### src/rtl/cpu_pkg.sv
// rtl/cpu_pkg.sv - shared owner/state enums and RAM width constants
package cpu_pkg;

    localparam int ADDR_W = 8;
    localparam int DATA_W = 8;

    typedef enum logic {
        OWN_CPU = 1'b0,
        OWN_DBG = 1'b1
    } owner_e;

    typedef enum logic {
        ARB      = 1'b0,
        DBG_LOCK = 1'b1
    } arb_state_e;

endpackage

### src/rtl/dram_arbiter_rd_tag_pipe.sv
// rtl/dram_arbiter_rd_tag_pipe.sv - read-tag delay line steering RAM read data to its issuer
module rd_tag_pipe
    import cpu_pkg::*;
#(
    parameter int RD_LAT = 1
) (
    input  logic   clk,
    input  logic   rst,
    input  logic   push_valid,
    input  owner_e push_owner,
    output logic   cpu_rvalid,
    output logic   dbg_rvalid
);

    logic [RD_LAT-1:0] tag_valid;
    logic [RD_LAT-1:0] tag_own;

    always_ff @(posedge clk or posedge rst) begin
        if (rst) begin
            tag_valid <= '0;
            tag_own   <= '0;
        end else begin
            tag_valid[0] <= push_valid;
            tag_own[0]   <= push_owner;
            for (int i = 1; i < RD_LAT; i++) begin
                tag_valid[i] <= tag_valid[i-1];
                tag_own[i]   <= tag_own[i-1];
            end
        end
    end

    // The tag leaving the last stage lines up with the RAM data for that read
    assign cpu_rvalid = tag_valid[RD_LAT-1] && (tag_own[RD_LAT-1] == OWN_CPU);
    assign dbg_rvalid = tag_valid[RD_LAT-1] && (tag_own[RD_LAT-1] == OWN_DBG);

endmodule

### src/rtl/dram_arbiter.sv
// rtl/dram_arbiter.sv - CPU/debug arbiter for the single-port data RAM
module dram_arbiter #(
    parameter int ADDR_W     = cpu_pkg::ADDR_W,
    parameter int DATA_W     = cpu_pkg::DATA_W,
    parameter int STARVE_MAX = 3,
    parameter int RD_LAT     = 1
) (
    input  logic              clk,
    input  logic              rst,
    input  logic              cpu_paused,
    input  logic              cpu_req,
    input  logic              cpu_we,
    input  logic [ADDR_W-1:0] cpu_addr,
    input  logic [DATA_W-1:0] cpu_wdata,
    output logic              cpu_stall,
    output logic [DATA_W-1:0] cpu_rdata,
    output logic              cpu_rvalid,
    input  logic              dbg_req,
    input  logic              dbg_we,
    input  logic              dbg_lock,
    input  logic [ADDR_W-1:0] dbg_addr,
    input  logic [DATA_W-1:0] dbg_wdata,
    output logic              dbg_gnt,
    output logic [DATA_W-1:0] dbg_rdata,
    output logic              dbg_rvalid,
    output logic [ADDR_W-1:0] ram_addr,
    output logic              ram_we,
    output logic [DATA_W-1:0] ram_wdata,
    input  logic [DATA_W-1:0] ram_rdata
);

    import cpu_pkg::*;

    localparam logic [3:0] STARVE_LIM = 4'(STARVE_MAX);

    arb_state_e state, state_nxt;
    logic [3:0] starve_cnt, starve_nxt;
    logic       dbg_win, cpu_win;
    logic       push_valid;
    owner_e     push_owner;

    always_ff @(posedge clk or posedge rst) begin
        if (rst) begin
            state      <= ARB;
            starve_cnt <= '0;
        end else begin
            state      <= state_nxt;
            starve_cnt <= starve_nxt;
        end
    end

    always_comb begin
        dbg_win    = 1'b0;
        cpu_win    = 1'b0;
        state_nxt  = state;
        starve_nxt = starve_cnt;
        case (state)
            ARB: begin
                dbg_win = dbg_req && (!cpu_req || cpu_paused || starve_cnt == STARVE_LIM);
                cpu_win = cpu_req && !dbg_win;
                if (dbg_win && dbg_lock) begin
                    state_nxt = DBG_LOCK;
                end
                // Only a contested CPU win ages the debug requester
                if (cpu_win && dbg_req) begin
                    starve_nxt = (starve_cnt == STARVE_LIM) ? starve_cnt : starve_cnt + 4'd1;
                end else begin
                    starve_nxt = '0;
                end
            end
            DBG_LOCK: begin
                dbg_win = dbg_req;
                if (!dbg_lock) begin
                    state_nxt  = ARB;
                    starve_nxt = '0;
                end
            end
            default: state_nxt = ARB;
        endcase
    end

    assign ram_addr  = dbg_win ? dbg_addr  : cpu_addr;
    assign ram_wdata = dbg_win ? dbg_wdata : cpu_wdata;
    assign ram_we    = !rst && (dbg_win ? dbg_we : (cpu_win && cpu_we));
    assign dbg_gnt   = !rst && dbg_win;
    assign cpu_stall = !rst && cpu_req && !cpu_win;

    assign push_valid = !rst && ((dbg_win && !dbg_we) || (cpu_win && !cpu_we));
    assign push_owner = dbg_win ? OWN_DBG : OWN_CPU;

    rd_tag_pipe #(
        .RD_LAT(RD_LAT)
    ) u_rd_tag_pipe (
        .clk       (clk),
        .rst       (rst),
        .push_valid(push_valid),
        .push_owner(push_owner),
        .cpu_rvalid(cpu_rvalid),
        .dbg_rvalid(dbg_rvalid)
    );

    assign cpu_rdata = ram_rdata;
    assign dbg_rdata = ram_rdata;

endmodule

### config.mk
export PLATFORM = sky130hd
export DESIGN_NAME = dram_arbiter
export DESIGN_NICKNAME = d
export VERILOG_FILES = /design/src/rtl/cpu_pkg.sv /design/src/rtl/dram_arbiter_rd_tag_pipe.sv /design/src/rtl/dram_arbiter.sv
export SDC_FILE = /design/constraint.sdc
export NUM_CORES = 1
export LEC_CHECK = 0
export BUFFER_PORTS_ARGS = -buffer_cell sky130_fd_sc_hd__buf_2
export CAP_MARGIN = 20
export CORE_MARGIN = 2
export CORE_UTILIZATION = 31
export DETAILED_ROUTE_END_ITERATION = 6
export PLACE_DENSITY = 0.76
export SKIP_CTS_REPAIR_TIMING = 1
export SLEW_MARGIN = 10
export SYNTH_ARGS = -nofsm -noshare
export SYNTH_HDL_FRONTEND = slang
export SYNTH_HIERARCHICAL = 1
export SYNTH_SLANG_ARGS = --single-unit
### constraint.sdc
create_clock -name clk -period 1.7 [get_ports clk]
set_clock_uncertainty 0.15 [all_clocks]
set_input_delay 0.085 -clock clk [delete_from_list [all_inputs] [get_ports clk]]
set_output_delay 0.085 -clock clk [all_outputs]
set_load 0.005 [all_outputs]
## Word level (Yosys, flattened, before mapping)

Cells that the tools add are included.

- Muxes and demuxes: 13
- Reductions and logical operators: 24
- Equality and inequality tests: 3
- Bitwise logic cells: 2
- Add/subtract/negate cells: 1

Operators with widths:

| kind | count |
|---|---|
| 8-bit two-way mux | 2 |
| 1-bit logical AND | 14 |
| 4-bit two-way mux | 3 |
| 4-bit one-hot mux with 2 select lines | 1 |
| 1-bit logical NOT | 6 |
| 1-bit two-way mux | 5 |
| 4-bit by 1-bit adder with 4-bit output (second input constant) | 1 |
| 4-bit by 2-bit == test with 1-bit output (second input constant) | 1 |
| 1-bit one-hot mux with 2 select lines | 2 |
| 1-bit logical OR | 3 |
| 3-bit inequality test (second input constant) | 1 |
| 2-bit inequality test (second input constant) | 1 |
| 1-bit NOT | 2 |
| 2-bit AND reduction | 1 |

- Flip-flop bits (word level): 7
- Output and inout port bits: 37
- Word-level logic and storage cells: 47
- Input port bits: 48

## Logic depth before layout (Yosys ltp)

Gate-level depths: netlist (run 1).

- Depth in word-level cells: 10
- Depth in mapped cells: 5
- Depth with buffers taken out: 4

## Cells and area by module

The synthesis (run 1) kept the hierarchy.

By module, submodules not included:

| module | area an instance (µm²) | seq. area each (µm²) | times used | cells each |
|---|---|---|---|---|
| dram_arbiter | 713.2 | 125.1 | 1 | 69 |
| rd_tag_pipe | 70.1 | 50.0 | 1 | 5 |

## Worst setup path after synthesis (run 1)

OpenSTA, ideal clock, no wires.

- Path kind: flip-flop to output port
- Start point: reg starve_cnt[0]
- End point: out ram_addr[0]
- Required time: 1.465 ns
- Setup slack: -0.106 ns
- Data arrival time: 1.571 ns
- Stages on the path, launching flop included: 6
- Path buffers: 1
- Cell sequence: dfrtp_1 -> ha_1 -> or3b_4 -> a21bo_1 -> buf_6 -> mux2_4

- Cells in the longest elaborated chain, start to end: 5

Ends and longest elaborated chain:

| item | RTL line | RTL |
|---|---|---|
| start, declared | dram_arbiter.sv:37 | `logic [3:0] starve_cnt, starve_nxt;` |
| start signal, assigned | dram_arbiter.sv:48 | `starve_cnt <= starve_nxt;` |
| 4-bit by 2-bit == test with 1-bit output | dram_arbiter.sv:59 | `dbg_win = dbg_req && (!cpu_req \|\| cpu_paused \|\| starve_cnt == STARVE_LIM);` |
| 1-bit logical OR | dram_arbiter.sv:59 |  |
| 1-bit logical AND | dram_arbiter.sv:59 |  |
| 1-bit one-hot mux with 2 select lines | dram_arbiter.sv:57 | `case (state)` |
| 8-bit two-way mux | dram_arbiter.sv:82 | `assign ram_addr = dbg_win ? dbg_addr : cpu_addr;` |
| end, declared | dram_arbiter.sv:26 | `output logic [ADDR_W-1:0] ram_addr,` |

Every way passes these cells.

## Final worst setup path (run 1)

- Start point: reg starve_cnt[1]
- End point: out ram_wdata[1]

- Cells in the longest elaborated chain, start to end: 5

Ends and longest elaborated chain:

| item | RTL line | RTL |
|---|---|---|
| 4-bit by 2-bit == test with 1-bit output | dram_arbiter.sv:59 |  |
| 1-bit logical OR | dram_arbiter.sv:59 |  |
| 1-bit logical AND | dram_arbiter.sv:59 |  |
| 1-bit one-hot mux with 2 select lines | dram_arbiter.sv:57 |  |
| 8-bit two-way mux | dram_arbiter.sv:83 | `assign ram_wdata = dbg_win ? dbg_wdata : cpu_wdata;` |
| end, declared | dram_arbiter.sv:28 | `output logic [DATA_W-1:0] ram_wdata,` |

Every way passes these cells.

==> results by group, run 1 <==
Run status
  • Run status: finished with violations
  • Failing checks: negative hold slack, negative setup slack

Clock network
  • Num CTS Buffers: 3
  • H-Tree Depth: 1
  • CTS tree: done
  • CTS Buffer Depth: 2
  • Clk_lat worst skew: 0.26 ns
  • CTS sink count: 7
  • Clk root buf: clkbuf_4
  • Worst-path clk slew: 0.05 ns

Detailed routing
  • Post-detailed-route wirelength per cell: 13.1 um
  • DRC: 0
  • Routed WL: 2190 um
  • Iter 0 DRT Violations: 3
  • Vias per cell: 4.57
  • Antenna-violating nets left: 0
  • Met3 wire len: 243 um
  • Drt pass-1 iters: 4
  • Highest routed metal layer: met4
  • Met2 wire length: 1250 um
  • Total vias in the final route: 763
  • M1 WL: 653 um

Synthesis
  • Synth top cells by count: buf_4, mux2_4, dfrtp_1
  • Mapped Area: 783 um2
  • Unique masters post-synth: 23
  • Gate Count Post-Synth: 74
  • Synth top area share: 30.7%
  • Mean area per synthesized cell: 10.6 um2
  • Post-synth EDFFs: 0
  • Flops & latches, synth: 7
  • Async SR Flop Fraction: 100%
  • Ys flop type: dfrtp_1
  • Yosys warns: 6
  • Top post-synthesis cells by area: mux2_4, dfrtp_1, buf_4
  • Syn nets: 123
  • Register area share after synthesis: 22.4%
  • Post-synth top area cell: mux2_4

Setup path
  • Startpoint Class: flop
  • Worst Path Max Fanout: 20
  • WS Path Type: reg2out
  • Arrival time at the worst endpoint: 1.98 ns
  • CP endpoint kind: output port
  • WP data required: 1.46 ns

Timing
  • Final hold vios: 1
  • Hold Slack: -0.000908 ns
  • Post-route clock period utilization: 130%
  • RSZ-0062 raised after global routing: yes
  • Final setup fails: 21
  • Worst-margin pin slew: 0.277 ns
  • Fmax: 0.451 GHz
  • Slew Limit Headroom: 81.5%
  • Final min period: 2.22 ns
  • Fin. max-slew vios: 0
  • Final worst setup slack: -0.516 ns

Floorplan
  • DIE AREA: 2940 um2
  • Die Span Y: 54.3 um
  • Die width: 54.3 um
  • Initial cell density of the core: 32.2%
  • CORE AREA: 2430 um2
  • # rows: 18
  • # IOs: 85

Cells and area
  • Fin nets: 187
  • Non-Filler Cell Area, Final: 1270 um2
  • Number of fill cells: 214
  • Final Util: 52.2%
  • Syn-to-layout area delta: 62.1%
  • Share of cells above drive strength 1: 73.7%
  • Ant diodes: 0

Global route
  • Total track usage: 10.9%
  • First-pass GRT wire length: 2270 um
  • Vias in the first global route: 579
  • Initial antenna violation count: 0
  • Pin count of the biggest net entering global routing: 21
  • Total grt overflow: 0

Place
  • Placed Area: 1070 um2
  • PortBufs: 60
  • DP Wirelength: 1550 um
  • DP Worst Slack: -0.226 ns
  • GPL Wtd Cong: 0.739

Min path
  • Worst hold path type: in2reg

Pwr
  • PD cells: 479 nW/um2
  • Peak supply drop: 0.457 mV
  • Static Leak: 0.706 nW

Flow run
  • Max Cap Viol: 0
through the flow:
stage,TNS [ns],total power [mW],cells
floorplan,-1.66,0.323,74
global placement,-2.94,0.392,156
detailed placement,-3.72,0.398,156
CTS,-8.94,0.552,160
global route,-11.03,0.648,167
finish,-9.15,0.609,167
state kept, by name (all words and copies together), names as in the netlist:
register and flops:
starve_cnt 4, state 1, u_rd_tag_pipe/tag_own 1, u_rd_tag_pipe/tag_valid 1
routing by layer:
| metal | global-route usage [%] | vias to the layer above |
|---|---|---|
| met5 | 0 | - |
| met4 | 4.17 | 0 |
| met3 | 4.64 | 7 |
| met2 | 19.7 | 43 |
| met1 | 11.1 | 347 |
| li1 | - | 366 |
critical path, stage by stage, from the launching register on:
cell and delay [ns]:
dfrtp_1 0.35, ha_2 0.18, or3b_4 0.37, a21bo_1 0.21, buf_12 0.17, mux2_4 0.32
buf_6 0.12
cell type report:
class	count	area (um2)	share of cell area, %
clock buffer	4	26.3	2.07
multi-input combinational	44	458	36.1
inverter	5	18.8	1.48
tap	30	37.5	2.96
sequential	7	175	13.8
timing repair buffer	77	554	43.6
cells in the final DEF (no fill, tap or decap), drive strengths merged:
cell	instances
dfrtp	7
nor2	2
or3b	1
xnor2	1
clkbuf	4
a21oi	1
o32ai	2
and2	2
buf	73
a21bo	1
xor2	1
a22oi	1
nor3b	1
mux2	16
nand2	1
o21ai	4
dlygate4sd3	4
and2b	1
and3	1
inv	5
nand3	6
nand3b	1
ha	1
report_power, final:
part	switching, mW	internal (mW)
logic	0.0958	0.182
clock network	0.0641	0.0897
registers	0.00337	0.173
final timing paths:
kind | slack, ns | to | cells after the start | startpoint
min | -0.0009 | u_rd_tag_pipe/tag_valid$_DFF_PP0_ | 3 | cpu_req
min reg2reg | 0.48 | starve_cnt[3]$_DFFE_PP0P_ | 3 | starve_cnt[3]$_DFFE_PP0P_
min in group asynchronous | 0.14 | u_rd_tag_pipe/tag_own$_DFF_PP0_ | 3 | rst
max | -0.52 | ram_wdata[1] | 6 | starve_cnt[1]$_DFFE_PP0P_
max in group asynchronous | 0.96 | starve_cnt[3]$_DFFE_PP0P_ | 3 | rst
max reg2reg | -0.06 | u_rd_tag_pipe/tag_valid$_DFF_PP0_ | 7 | starve_cnt[1]$_DFFE_PP0P_
cells by family (layout without fill, tap and decap cells):
kind of cell               Yosys count  count (layout)  share of synthesized area (%)
DFF                                  7               7                           22.4
buffers and inverters               23              86                           20.6
and+or+nand+nor                     16              16                           12.9
muxes                               16              16                           30.7
xor gates and xnor gates             2               2                           2.24
AOI/OAI and AO/OA                    9               9                           9.58
adders and majority gates            1               1                           1.60
Power figures use the tool's default switching activity.
==> run 2: changes to the inputs <==
==> constraint.sdc (replaced) <==
create_clock -name clk -period 1.9 [get_ports clk]
set_clock_uncertainty 0.15 [all_clocks]
set_input_delay 0.095 -clock clk [delete_from_list [all_inputs] [get_ports clk]]
set_output_delay 0.095 -clock clk [all_outputs]
set_load 0.005 [all_outputs]
==> run 2 against run 1 <==
Compared with the run above: the flow finishes with violations (negative setup slack); cell count fell by 3.6%; global-route usage down 0.64 points; count of clock-buffer cells in the layout unchanged; sequential share of layout area rose by 0.52 points; hold slack better by 0.022 ns; utilization is 1.9 points lower; register-to-register slack better by 0.22 ns; power down 12%; wire length is 3.5% higher; combinational power shrank 12%; final area decreased by 3.6%; critical path type unchanged; critical endpoint unchanged.
==> results by group, run 2 (same netlist as run 1, synthesis figures left out) <==
Run status
  • Run status: finished with violations
  • Failing checks: negative setup slack

Timing
  • RSZ-0062 raised after global routing: yes
  • Post-route clock period utilization: 116%
  • Final min period: 2.21 ns
  • Fmax: 0.452 GHz
  • Final setup fails: 19
  • Final worst setup slack: -0.311 ns
  • Fin. max-slew vios: 0
  • Slew Limit Headroom: 80.8%
  • Final hold vios: 0
  • Worst-margin pin slew: 0.286 ns
  • Setup TNS: -5.29 ns

Cells and area
  • Share of cells above drive strength 1: 71.8%
  • Most common cell after layout, fill and taps aside: buf_2
  • Most frequent cells in the layout: buf_2, mux2_4, buf_6
  • Final Util: 50.3%
  • Syn-to-layout area delta: 56.2%
  • Most flops, register: starve_cnt
  • Ant diodes: 0
  • Max reg flops: 4
  • Fin nets: 181

Floorplan
  • DIE AREA: 2940 um2
  • Die width: 54.3 um
  • CORE AREA: 2430 um2
  • Die Span Y: 54.3 um
  • # rows: 18
  • # IOs: 85
  • Initial cell density of the core: 32.2%

Place
  • PortBufs: 60
  • DP Wirelength: 1560 um
  • GPL Wtd Cong: 0.802

Setup path
  • WP data required: 1.65 ns
  • Worst path buffer plus inverter count: 2
  • CP endpoint kind: output port
  • Worst Path Max Fanout: 20
  • Crit path max-delay family: simple AND/OR/NAND/NOR gates
  • Worst path slowest cell: or3b_4
  • WS Path Type: reg2out
  • Startpoint Class: flop
  • Max incr delay on CP: 0.37 ns
  • CP cell instances: ha_2, or3b_4, a21bo_1, buf_12, mux2_4, buf_6
  • Arrival time at the worst endpoint: 1.97 ns

Detailed routing
  • Post-detailed-route wirelength per cell: 14.1 um
  • Iter 0 DRT Violations: 4
  • Antenna-violating nets left: 0
  • Total vias in the final route: 754
  • DRC: 0
  • Drt pass-1 iters: 4
  • Routed WL: 2260 um
  • Vias per cell: 4.68

Global route
  • Vias in the first global route: 585
  • Initial antenna violation count: 0
  • Total grt overflow: 0
  • Pin count of the biggest net entering global routing: 21
  • First-pass GRT wire length: 2230 um
  • Total track usage: 10.3%

Clock network
  • CTS Buffer Depth: 2
  • CTS sink count: 7
  • CTS tree: done
  • Clk_lat worst skew: 0.25 ns
  • H-Tree Depth: 1
  • Num CTS Buffers: 3
  • Clk root buf: clkbuf_4
  • Worst-path clk slew: 0.05 ns

Pwr
  • Static Leak: 0.675 nW
  • PD cells: 438 nW/um2
  • Peak supply drop: 0.543 mV

Flow run
  • Max Cap Viol: 0

Min path
  • Worst hold path type: in2reg
-- run 2: cell count changes in the layout (fill, tap and decap cells not counted) --
cell     previous run  this run
a21oi_4             0         1
buf_6              17        16
buf_4              11         6
a21oi_2             1         0
nand3_2             1         0
nand3_1             5         6
-- run 2: area by class of cell --
| class | count | area [um2] |
|---|---|---|
| sequential | 7 | 175 |
| fill | 210 | 1210 |
| tap | 30 | 37.5 |
| inverter | 5 | 18.8 |
| clock buffer | 4 | 26.3 |
| timing repair buffer | 71 | 505 |
| multi-input combinational | 44 | 460 |
-- run 2: final timing paths --
kind	slack, ns	endpoint	from	depth (start not counted)
setup / recovery	-0.31	ram_wdata[1]	starve_cnt[1]$_DFFE_PP0P_	6
setup reg to reg	0.16	u_rd_tag_pipe/tag_valid$_DFF_PP0_	starve_cnt[1]$_DFFE_PP0P_	5
hold reg to reg	0.45	starve_cnt[3]$_DFFE_PP0P_	starve_cnt[3]$_DFFE_PP0P_	2
hold / removal	0.02	u_rd_tag_pipe/tag_valid$_DFF_PP0_	cpu_req	3
max in group asynchronous	1.17	starve_cnt[0]$_DFFE_PP0P_	rst	3
min in group asynchronous	0.15	u_rd_tag_pipe/tag_valid$_DFF_PP0_	rst	3
-- run 2: tightest hold or removal path: cells and delay by family --
| family | cells | cell delay (ns) |
|---|---|---|
| AOI/OAI and AO/OA | 1 | 0.07 |
| buffers and inverters | 1 | 0.11 |
| and+or+nand+nor | 1 | 0.09 |
-- run 2: metal layers --
metal  GRT usage [%]  share of wire [%]
met3            4.37                 10
met5               0                  0
met4            2.50               0.35
met1            10.8                 30
met2            18.9                 59
-- run 2: power by group --
part	total, mW	switching, mW	internal [mW]
Combinational	0.244	0.0857	0.158
Sequential	0.159	0.00444	0.155
Clock	0.132	0.0520	0.0800
-- run 2: per-stage QoR --
step | hold slack (ns) | power, mW | cells | worst slack [ns] | instance area (um2)
3_5_place_dp | -0.148 | 0.350 | 152 | -0.0323 | 1040
3_3_place_gp | -0.153 | 0.346 | 152 | 0.0144 | 1040
4_1_cts | -0.412 | 0.486 | 156 | -0.303 | 1060
5_1_grt | 0.0154 | 0.573 | 161 | -0.379 | 1220
2_1_floorplan | -0.314 | 0.289 | 74 | 0.0843 | 783
6_report | 0.0210 | 0.535 | 161 | -0.311 | 1220
